$ cat src/rtl/epp_port_bridge.sv
// Bridges the CPU port bus and the Digilent EPP host interface. CPU words go to a TX FIFO
// that the host drains one byte at a time. Host byte pairs are packed into an RX FIFO that the CPU pops.
module epp_port_bridge #(
    parameter int unsigned WORD_SIZE   = 16,
    parameter int unsigned DEPTH_LOG2  = 3,
    parameter int unsigned PORT_DATA   = 2,
    parameter int unsigned PORT_STATUS = 3
) (
    input  logic                 mclk,
    input  logic                 rst_n,
    input  logic [WORD_SIZE-1:0] portaddr,
    input  logic [WORD_SIZE-1:0] portval,
    input  logic                 portget,
    input  logic                 portset,
    output logic [WORD_SIZE-1:0] portout,
    input  logic                 usb_write,
    input  logic                 usb_astb,
    input  logic                 usb_dstb,
    input  logic [7:0]           usb_db_in,
    output logic [7:0]           usb_db_out,
    output logic                 usb_db_oe,
    output logic                 usb_wait
);
    localparam int unsigned DEPTH = 1 << DEPTH_LOG2;
    localparam int unsigned CW    = DEPTH_LOG2 + 1;

    localparam logic [WORD_SIZE-1:0] P_DATA   = PORT_DATA[WORD_SIZE-1:0];
    localparam logic [WORD_SIZE-1:0] P_STATUS = PORT_STATUS[WORD_SIZE-1:0];
    localparam logic [CW-1:0]        C_FULL   = DEPTH[CW-1:0];

    localparam logic [1:0] ST_IDLE = 2'd0;
    localparam logic [1:0] ST_ACT  = 2'd1;
    localparam logic [1:0] ST_HOLD = 2'd2;

    logic [1:0]            r_astb_sync, r_dstb_sync, r_write_sync;
    logic                  w_astb, w_dstb, w_write;

    logic [1:0]            r_state;
    logic                  r_is_addr;
    logic [7:0]            r_ep_addr;
    logic [7:0]            r_db_out;
    logic [WORD_SIZE-1:0]  r_portout;
    logic                  r_tx_toggle, r_rx_toggle;
    logic [7:0]            r_rx_low;
    logic                  r_tx_ovf, r_rx_ovf;

    logic [WORD_SIZE-1:0]  r_tx_mem [DEPTH];
    logic [WORD_SIZE-1:0]  r_rx_mem [DEPTH];
    logic [DEPTH_LOG2-1:0] r_tx_wptr, r_tx_rptr, r_rx_wptr, r_rx_rptr;
    logic [CW-1:0]         r_tx_count, r_rx_count;

    logic                  w_tx_full, w_tx_nonempty, w_rx_full, w_rx_nonempty;
    logic [WORD_SIZE-1:0]  w_tx_head, w_rx_head;
    logic                  w_act, w_data_rd, w_data_wr;
    logic                  w_tx_push_req, w_tx_push, w_tx_pop;
    logic                  w_rx_push_req, w_rx_push, w_rx_pop;
    logic                  w_status_clr;
    logic [7:0]            w_rd_byte;
    logic [3:0]            w_tx_cnt4, w_rx_cnt4;

    // Strobes idle high, so their synchronisers reset to 1 to avoid a spurious cycle.
    always_ff @(posedge mclk or negedge rst_n) begin
        if (!rst_n) begin
            r_astb_sync  <= 2'b11;
            r_dstb_sync  <= 2'b11;
            r_write_sync <= 2'b00;
        end else begin
            r_astb_sync  <= {r_astb_sync[0], usb_astb};
            r_dstb_sync  <= {r_dstb_sync[0], usb_dstb};
            r_write_sync <= {r_write_sync[0], usb_write};
        end
    end

    assign w_astb  = r_astb_sync[1];
    assign w_dstb  = r_dstb_sync[1];
    assign w_write = r_write_sync[1];

    assign w_tx_full     = (r_tx_count == C_FULL);
    assign w_tx_nonempty = (r_tx_count != '0);
    assign w_rx_full     = (r_rx_count == C_FULL);
    assign w_rx_nonempty = (r_rx_count != '0);
    assign w_tx_head     = r_tx_mem[r_tx_rptr];
    assign w_rx_head     = r_rx_mem[r_rx_rptr];
    assign w_tx_cnt4     = 4'(r_tx_count);
    assign w_rx_cnt4     = 4'(r_rx_count);

    assign w_act     = (r_state == ST_ACT);
    assign w_data_rd = w_act && !r_is_addr && w_write;
    assign w_data_wr = w_act && !r_is_addr && !w_write;

    assign w_tx_push_req = portset && (portaddr == P_DATA);
    assign w_tx_pop      = w_data_rd && (r_ep_addr == 8'd0) && w_tx_nonempty && r_tx_toggle;
    assign w_tx_push     = w_tx_push_req && (!w_tx_full || w_tx_pop);

    assign w_rx_pop      = portget && (portaddr == P_DATA) && w_rx_nonempty;
    assign w_rx_push_req = w_data_wr && (r_ep_addr == 8'd1) && r_rx_toggle;
    assign w_rx_push     = w_rx_push_req && (!w_rx_full || w_rx_pop);

    assign w_status_clr  = portset && (portaddr == P_STATUS);

    always_comb begin
        w_rd_byte = '0;
        if (r_is_addr) begin
            w_rd_byte = r_ep_addr;
        end else begin
            case (r_ep_addr)
                8'd0: if (w_tx_nonempty) w_rd_byte = r_tx_toggle ? w_tx_head[15:8] : w_tx_head[7:0];
                8'd2: w_rd_byte = {4'b0, r_rx_ovf, r_tx_ovf, w_rx_full, w_tx_nonempty};
                default: w_rd_byte = '0;
            endcase
        end
    end

    always_ff @(posedge mclk) begin
        if (w_tx_push) r_tx_mem[r_tx_wptr] <= portval;
        if (w_rx_push) r_rx_mem[r_rx_wptr] <= {usb_db_in, r_rx_low};
    end

    always_ff @(posedge mclk or negedge rst_n) begin
        if (!rst_n) begin
            r_tx_wptr  <= '0;
            r_tx_rptr  <= '0;
            r_tx_count <= '0;
            r_rx_wptr  <= '0;
            r_rx_rptr  <= '0;
            r_rx_count <= '0;
        end else begin
            if (w_tx_push) r_tx_wptr <= r_tx_wptr + 1'b1;
            if (w_tx_pop)  r_tx_rptr <= r_tx_rptr + 1'b1;
            if (w_tx_push && !w_tx_pop)      r_tx_count <= r_tx_count + 1'b1;
            else if (!w_tx_push && w_tx_pop) r_tx_count <= r_tx_count - 1'b1;

            if (w_rx_push) r_rx_wptr <= r_rx_wptr + 1'b1;
            if (w_rx_pop)  r_rx_rptr <= r_rx_rptr + 1'b1;
            if (w_rx_push && !w_rx_pop)      r_rx_count <= r_rx_count + 1'b1;
            else if (!w_rx_push && w_rx_pop) r_rx_count <= r_rx_count - 1'b1;
        end
    end

    always_ff @(posedge mclk or negedge rst_n) begin
        if (!rst_n) begin
            r_state     <= ST_IDLE;
            r_is_addr   <= 1'b0;
            r_ep_addr   <= '0;
            r_db_out    <= '0;
            r_tx_toggle <= 1'b0;
            r_rx_toggle <= 1'b0;
            r_rx_low    <= '0;
        end else begin
            case (r_state)
                ST_IDLE: begin
                    if (!w_astb || !w_dstb) begin
                        r_state   <= ST_ACT;
                        r_is_addr <= !w_astb;
                    end
                end
                ST_ACT: begin
                    r_state <= ST_HOLD;
                    if (w_write) r_db_out <= w_rd_byte;
                    else if (r_is_addr) r_ep_addr <= usb_db_in;
                    if (w_data_rd && (r_ep_addr == 8'd0) && w_tx_nonempty)
                        r_tx_toggle <= !r_tx_toggle;
                    if (w_data_wr && (r_ep_addr == 8'd1)) begin
                        r_rx_toggle <= !r_rx_toggle;
                        if (!r_rx_toggle) r_rx_low <= usb_db_in;
                    end
                end
                ST_HOLD: begin
                    if (w_astb && w_dstb) r_state <= ST_IDLE;
                end
                default: r_state <= ST_IDLE;
            endcase
        end
    end

    // A same-cycle overflow event takes precedence over the CPU clear.
    always_ff @(posedge mclk or negedge rst_n) begin
        if (!rst_n) begin
            r_tx_ovf <= 1'b0;
            r_rx_ovf <= 1'b0;
        end else begin
            if (w_status_clr) begin
                r_tx_ovf <= 1'b0;
                r_rx_ovf <= 1'b0;
            end
            if (w_tx_push_req && !w_tx_push) r_tx_ovf <= 1'b1;
            if (w_rx_push_req && !w_rx_push) r_rx_ovf <= 1'b1;
        end
    end

    always_ff @(posedge mclk or negedge rst_n) begin
        if (!rst_n) begin
            r_portout <= '0;
        end else if (portget) begin
            if (portaddr == P_DATA)
                r_portout <= w_rx_nonempty ? w_rx_head : '0;
            else if (portaddr == P_STATUS)
                r_portout <= {w_rx_cnt4, w_tx_cnt4, 4'b0, r_rx_ovf, r_tx_ovf, w_rx_nonempty, w_tx_full};
        end
    end

    assign portout    = r_portout;
    assign usb_db_out = r_db_out;
    assign usb_wait   = (r_state != ST_IDLE);
    assign usb_db_oe  = (r_state == ST_HOLD) && w_write;

endmodule

$ cat config.mk
export PLATFORM = sky130hd
export DESIGN_NAME = epp_port_bridge
export DESIGN_NICKNAME = d
export VERILOG_FILES = /design/src/rtl/epp_port_bridge.sv
export SDC_FILE = /design/constraint.sdc
export NUM_CORES = 1
export LEC_CHECK = 0
export ABC_AREA = 1
export ABC_CLOCK_PERIOD_IN_PS = 2500
export BUFFER_PORTS_ARGS = -buffer_cell sky130_fd_sc_hd__clkbuf_2
export CAP_MARGIN = 20
export CORE_ASPECT_RATIO = 0.75
export CORE_MARGIN = 5
export CORE_UTILIZATION = 34
export CTS_CLUSTER_DIAMETER = 30
export CTS_CLUSTER_SIZE = 28
export DETAILED_ROUTE_END_ITERATION = 12
export PLACE_DENSITY = 0.6
export SYNTH_ARGS = -nofsm -noshare
export SYNTH_HDL_FRONTEND = slang
export SYNTH_SLANG_ARGS = --single-unit
$ cat constraint.sdc
create_clock -name mclk -period 2.5 [get_ports mclk]
set_input_delay 0.25 -clock mclk [delete_from_list [all_inputs] [get_ports mclk]]
set_output_delay 0.25 -clock mclk [all_outputs]
set_load 0.05 [all_outputs]
==> results.txt <==
----------------------------------------------------
[Synthesis]
  Synth area leader ... sky130_fd_sc_hd__edfxtp_1
  Combined area of all synthesized cells ... roughly 14000 um2
  Number of warnings printed during yosys synthesis ... 0
  Top post-synthesis cells by count ... sky130_fd_sc_hd__nand2_1 (284), sky130_fd_sc_hd__edfxtp_1 (256), sky130_fd_sc_hd__nor2_1 (119)
  Fraction of synthesized area in multiplexers ... 0%
  Post-synth cell types ... 46
  Synthesized area per cell ... 11.3 um2
  Post-synthesis share of cell area spent on full adders, half adders and majority gates ... 1.18%
  Post-synthesis net count ... 1298
  Post-synth EDFFs ... between 200 and 300
  Post-synthesis cell count ... 1239
  Most used DFF post-synth ... sky130_fd_sc_hd__edfxtp_1
  Main combinational cell family by area after synthesis ... simple AND/OR/NAND/NOR gates
  Leading cell types by total area after synthesis ... sky130_fd_sc_hd__edfxtp_1 (55%), sky130_fd_sc_hd__dfrtp_1 (12%), sky130_fd_sc_hd__nand2_1 (7.6%), sky130_fd_sc_hd__nand3_1 (3.8%), sky130_fd_sc_hd__o21ai_0 (3.3%)
  Number of register bits inferred by synthesis ... approximately 330
  XOR/XNOR share of the synthesized area ... 0.935%
  Top-count cell post-synth ... sky130_fd_sc_hd__nand2_1
  Portion of the post-synthesis area used by sequential elements ... between 60 and 70%
  Area fraction in and, or, nand and nor cells after synthesis ... 17.8%
  Share of the synthesized area in the top cell type ... 54.7%
  Synthesized-area fraction occupied by ao, oa, aoi and oai cells ... 7.81%
  Share of synthesized flip-flops with an asynchronous set or reset ... between 20% and 30%

[Route]
  Vias ... approximately 9700
  Post-route antenna net violation count ... 0
  Detailed-router iteration count before antenna repair ... 5
  Routed vias/inst ... slightly below 5
  Final Routed Wirelength ... 35.8 mm
  Wire length per cell ... between 15 and 20 um
  Number of design rule violations left after detail routing ... 0
  First DRT Iteration DRCs ... 788

[Power and ir drop]
  Total power consumption of the routed design ... ~17000 uW
  Sequential Power Share ... 37.9%
  Net Sw Frac ... about 23%
  Ratio of total power to cell area ... approximately 940 nW/um2
  Fraction of power consumed by the clock network ... 54.7%
  Leakage power total ... 0.00698 uW
  Internal power of the cells ... ~13000 uW
  Net switching component of the power ... 3870 uW
  Highest ir drop seen on vdd ... approximately 0.45 mV
  Combinational power share ... 7.4%

[Min path]
  Worst hold path class ... primary input to register
  Depth of the worst hold-timing path ... 1
  Hold endpoint ... r_tx_mem[1][12]$_DFFE_PP_
  Worst hold start ... portval[12]

[Global route]
  Global-route usage over all layers ... 15.5%
  Antenna violations before repair ... 0
  Overflow left after global routing ... 0
  Wire length of the first global-routing pass ... 55.2 mm
  Largest net degree at the start of global routing ... 57
  Vias in the first global route ... 9644

[Finish]
  Area of the multi-input gates ... 3950 um2
  Area taken by flip-flops and latches ... 9520 um2
  Diodes inserted ... 0
  Fraction of layout cells with a size suffix above 1 ... 21.8%
  Growth of design area from synthesis to finish ... 27.7%
  Final #Nets ... 1464
  Filler Cell Count ... roughly 3700
  Non-filler instance count after layout ... 1989

[Place]
  IO buf count ... 72
  Post-DP HPWL ... about 22 mm
  RD Place Congestion ... 0.828
  Pre-CTS setup slack ... 0.0445 ns
  Total instance count after detailed placement ... between 1500 and 2000

[Critical path]
  Setup crit end kind ... register
  Arrival @ worst endpoint ... 2.84 ns
  Reg-to-reg startpoint ... r_ep_addr[4]$_DFFE_PN0P_
  Req. time, crit path ... 2.97 ns
  Reg2reg path depth ... 15
  Minimum setup slack among reg-to-reg paths ... 0.13 ns
  Critical path class ... register to register
  Endpoint of the worst register-to-register path ... r_rx_count[3]$_DFFE_PN0P_
  Critical-path maximum fanout ... 5
  Type of origin of the critical path ... register

[STA]
  Maximum clock frequency ... 421 MHz
  Final worst hold slack ... between 0.02 and 0.025 ns
  Final min period ... 2.37 ns
  Setup clock skew after layout ... 0.0215 ns
  Crit share post-route ... around 95%
  Worst-margin pin slew ... between 0.7 and 0.8 ns
  Max-slew violation count ... 0
  Relative slew margins ... 52.1%
  Final hold violation count ... 0
  Final WS setup ... between 0.1 and 0.15 ns
  Final Setup Violations ... 0
  Final-layout setup total negative slack ... 0 ns

[CTS]
  Post-CTS clock slew at the launch and capture registers of the worst setup and hold paths ... 0.05 ns
  Maximum root-to-sink buffer count ... 3
  Root cell of the clock tree ... sky130_fd_sc_hd__clkbuf_16
  TritonCTS buffer count ... 70
  Number of clock sinks seen by CTS ... 329
  CTS tree ... built
  Skew-Pair Late Insertion Delay ... 0.55 ns
  Maximum level of the CTS H-tree ... 3

[Status]
  Status ... complete, no violations

[Die]
  Die outline width ... ~240 um
  Die Ht ... 186 um
  Effective utilization at floorplan ... 34.4%
  IO Count ... 73
  Standard cell core area ... 40800 um2
  Die Footprint ... approximately 46000 um2
  Std-Cell Rows ... 64

[Run]
  Total of max-cap violations ... 0

----------------------------------------------------
[worst max path at each step]
stage,from,end,slack (ns)
final,r_ep_addr[4]$_DFFE_PN0P_,r_rx_count[3]$_DFFE_PN0P_,0.13
after global routing,r_ep_addr[2]$_DFFE_PN0P_,r_tx_count[3]$_DFFE_PN0P_,-0.03
after CTS,r_ep_addr[5]$_DFFE_PN0P_,r_tx_count[3]$_DFFE_PN0P_,0.06
after detailed placement,portaddr[11],r_tx_count[3]$_DFFE_PN0P_,0.04
after global placement,r_ep_addr[5]$_DFFE_PN0P_,r_rx_count[3]$_DFFE_PN0P_,0.10
after floorplan,r_rx_count[1]$_DFFE_PN0P_,r_rx_count[3]$_DFFE_PN0P_,0.21
[layout make-up]
cell class              instances  area share (%)
flip-flops and latches        329            53.1
multi-input cells             775            22.0
clock buffers                  92            10.8
repair buffers                148            6.14
well taps                     528            3.68
clock inverters                36            2.57
inverters                      81            1.70
[cell families after synthesis]
logic type	Yosys count
adder cells (fa/ha/maj)	12
AND/OR/NAND/NOR	558
XOR/XNOR	15
flip-flops	329
buffers and inverters	135
AO/OA/AOI/OAI	190
[registers in the layout (all words and copies together), names as in the netlist, 3 cells and up]
register	cells
r_rx_mem	128
r_tx_mem	128
usb_db_out	8
r_tx_count	4
r_rx_count	4
r_rx_low	8
r_ep_addr	8
r_rx_wptr	3
r_rx_rptr	3
r_tx_rptr	3
portout	16
r_tx_wptr	3
[critical path, stage by stage (launching register included)]
cell                      delay [ns]
sky130_fd_sc_hd__dfrtp_1        0.40
sky130_fd_sc_hd__nor2_2         0.16
sky130_fd_sc_hd__nand2_4        0.10
sky130_fd_sc_hd__nor2_4         0.15
sky130_fd_sc_hd__nand2_2        0.09
sky130_fd_sc_hd__nor2_4         0.14
sky130_fd_sc_hd__nand2_1        0.08
sky130_fd_sc_hd__inv_1          0.09
sky130_fd_sc_hd__ha_4           0.15
sky130_fd_sc_hd__inv_2          0.05
sky130_fd_sc_hd__ha_1           0.27
sky130_fd_sc_hd__a21o_1         0.20
sky130_fd_sc_hd__a21oi_2        0.15
sky130_fd_sc_hd__xor2_1         0.16
sky130_fd_sc_hd__nand2_1        0.06
sky130_fd_sc_hd__nand2_1        0.05
[metrics by stage]
step | util, % | area (um2)
after global placement | 37.3 | 15200
after global routing | 43.9 | 17900
final | 43.9 | 17900
after detailed placement | 37.3 | 15200
after floorplan | - | 14100
after CTS | 43.7 | 17800
[cells in the final DEF (no fill, tap or decap), types with 9 or more instances in the layout]
cell type / count
sky130_fd_sc_hd__buf_12: 9
sky130_fd_sc_hd__nor2_4: 11
sky130_fd_sc_hd__nand2_1: 282
sky130_fd_sc_hd__nand3_2: 9
sky130_fd_sc_hd__clkbuf_2: 71
sky130_fd_sc_hd__o211ai_1: 10
sky130_fd_sc_hd__o22ai_1: 19
sky130_fd_sc_hd__a21oi_1: 26
sky130_fd_sc_hd__buf_4: 46
sky130_fd_sc_hd__edfxtp_1: 256
sky130_fd_sc_hd__dlygate4sd3_1: 21
sky130_fd_sc_hd__clkbuf_16: 73
sky130_fd_sc_hd__clkbuf_1: 15
sky130_fd_sc_hd__o21ai_1: 10
sky130_fd_sc_hd__inv_1: 64
sky130_fd_sc_hd__bufinv_16: 10
sky130_fd_sc_hd__clkinv_2: 12
sky130_fd_sc_hd__dfrtp_1: 67
sky130_fd_sc_hd__xor2_1: 9
sky130_fd_sc_hd__inv_2: 14
sky130_fd_sc_hd__nand3_1: 107
sky130_fd_sc_hd__nor2_1: 116
sky130_fd_sc_hd__o21ai_0: 94
[metal layers]
| layer | GRT usage [%] | vias to the layer above | share of wire, % |
|---|---|---|---|
| met3 | 3.45 | 68 | 7.1 |
| met1 | 21.8 | 4656 | 45 |
| met4 | 5.20 | 0 | 2.5 |
| li1 | - | 4645 | - |
| met2 | 24.1 | 335 | 45 |
| met5 | 0 | - | 0 |
[power groups by stage]
stage,combinational (uW),sequential [uW],clock (uW)
after global placement,1130,6460,0
after detailed placement,1130,6470,0
after CTS,1170,6380,9370
after floorplan,567,6580,0
after global routing,1370,6410,9660
final,1250,6390,9240
[repair_timing]
| action | in CTS | in global routing |
|---|---|---|
| endpoints found under the hold margin | 168 | 0 |
| resized for setup | 0 | 19 |
| hold buffers | 21 | 0 |
| setup buffers | 0 | 6 |
| endpoints found under the setup margin | 0 | 3 |
No activity file was read; power rests on OpenSTA's default activity.
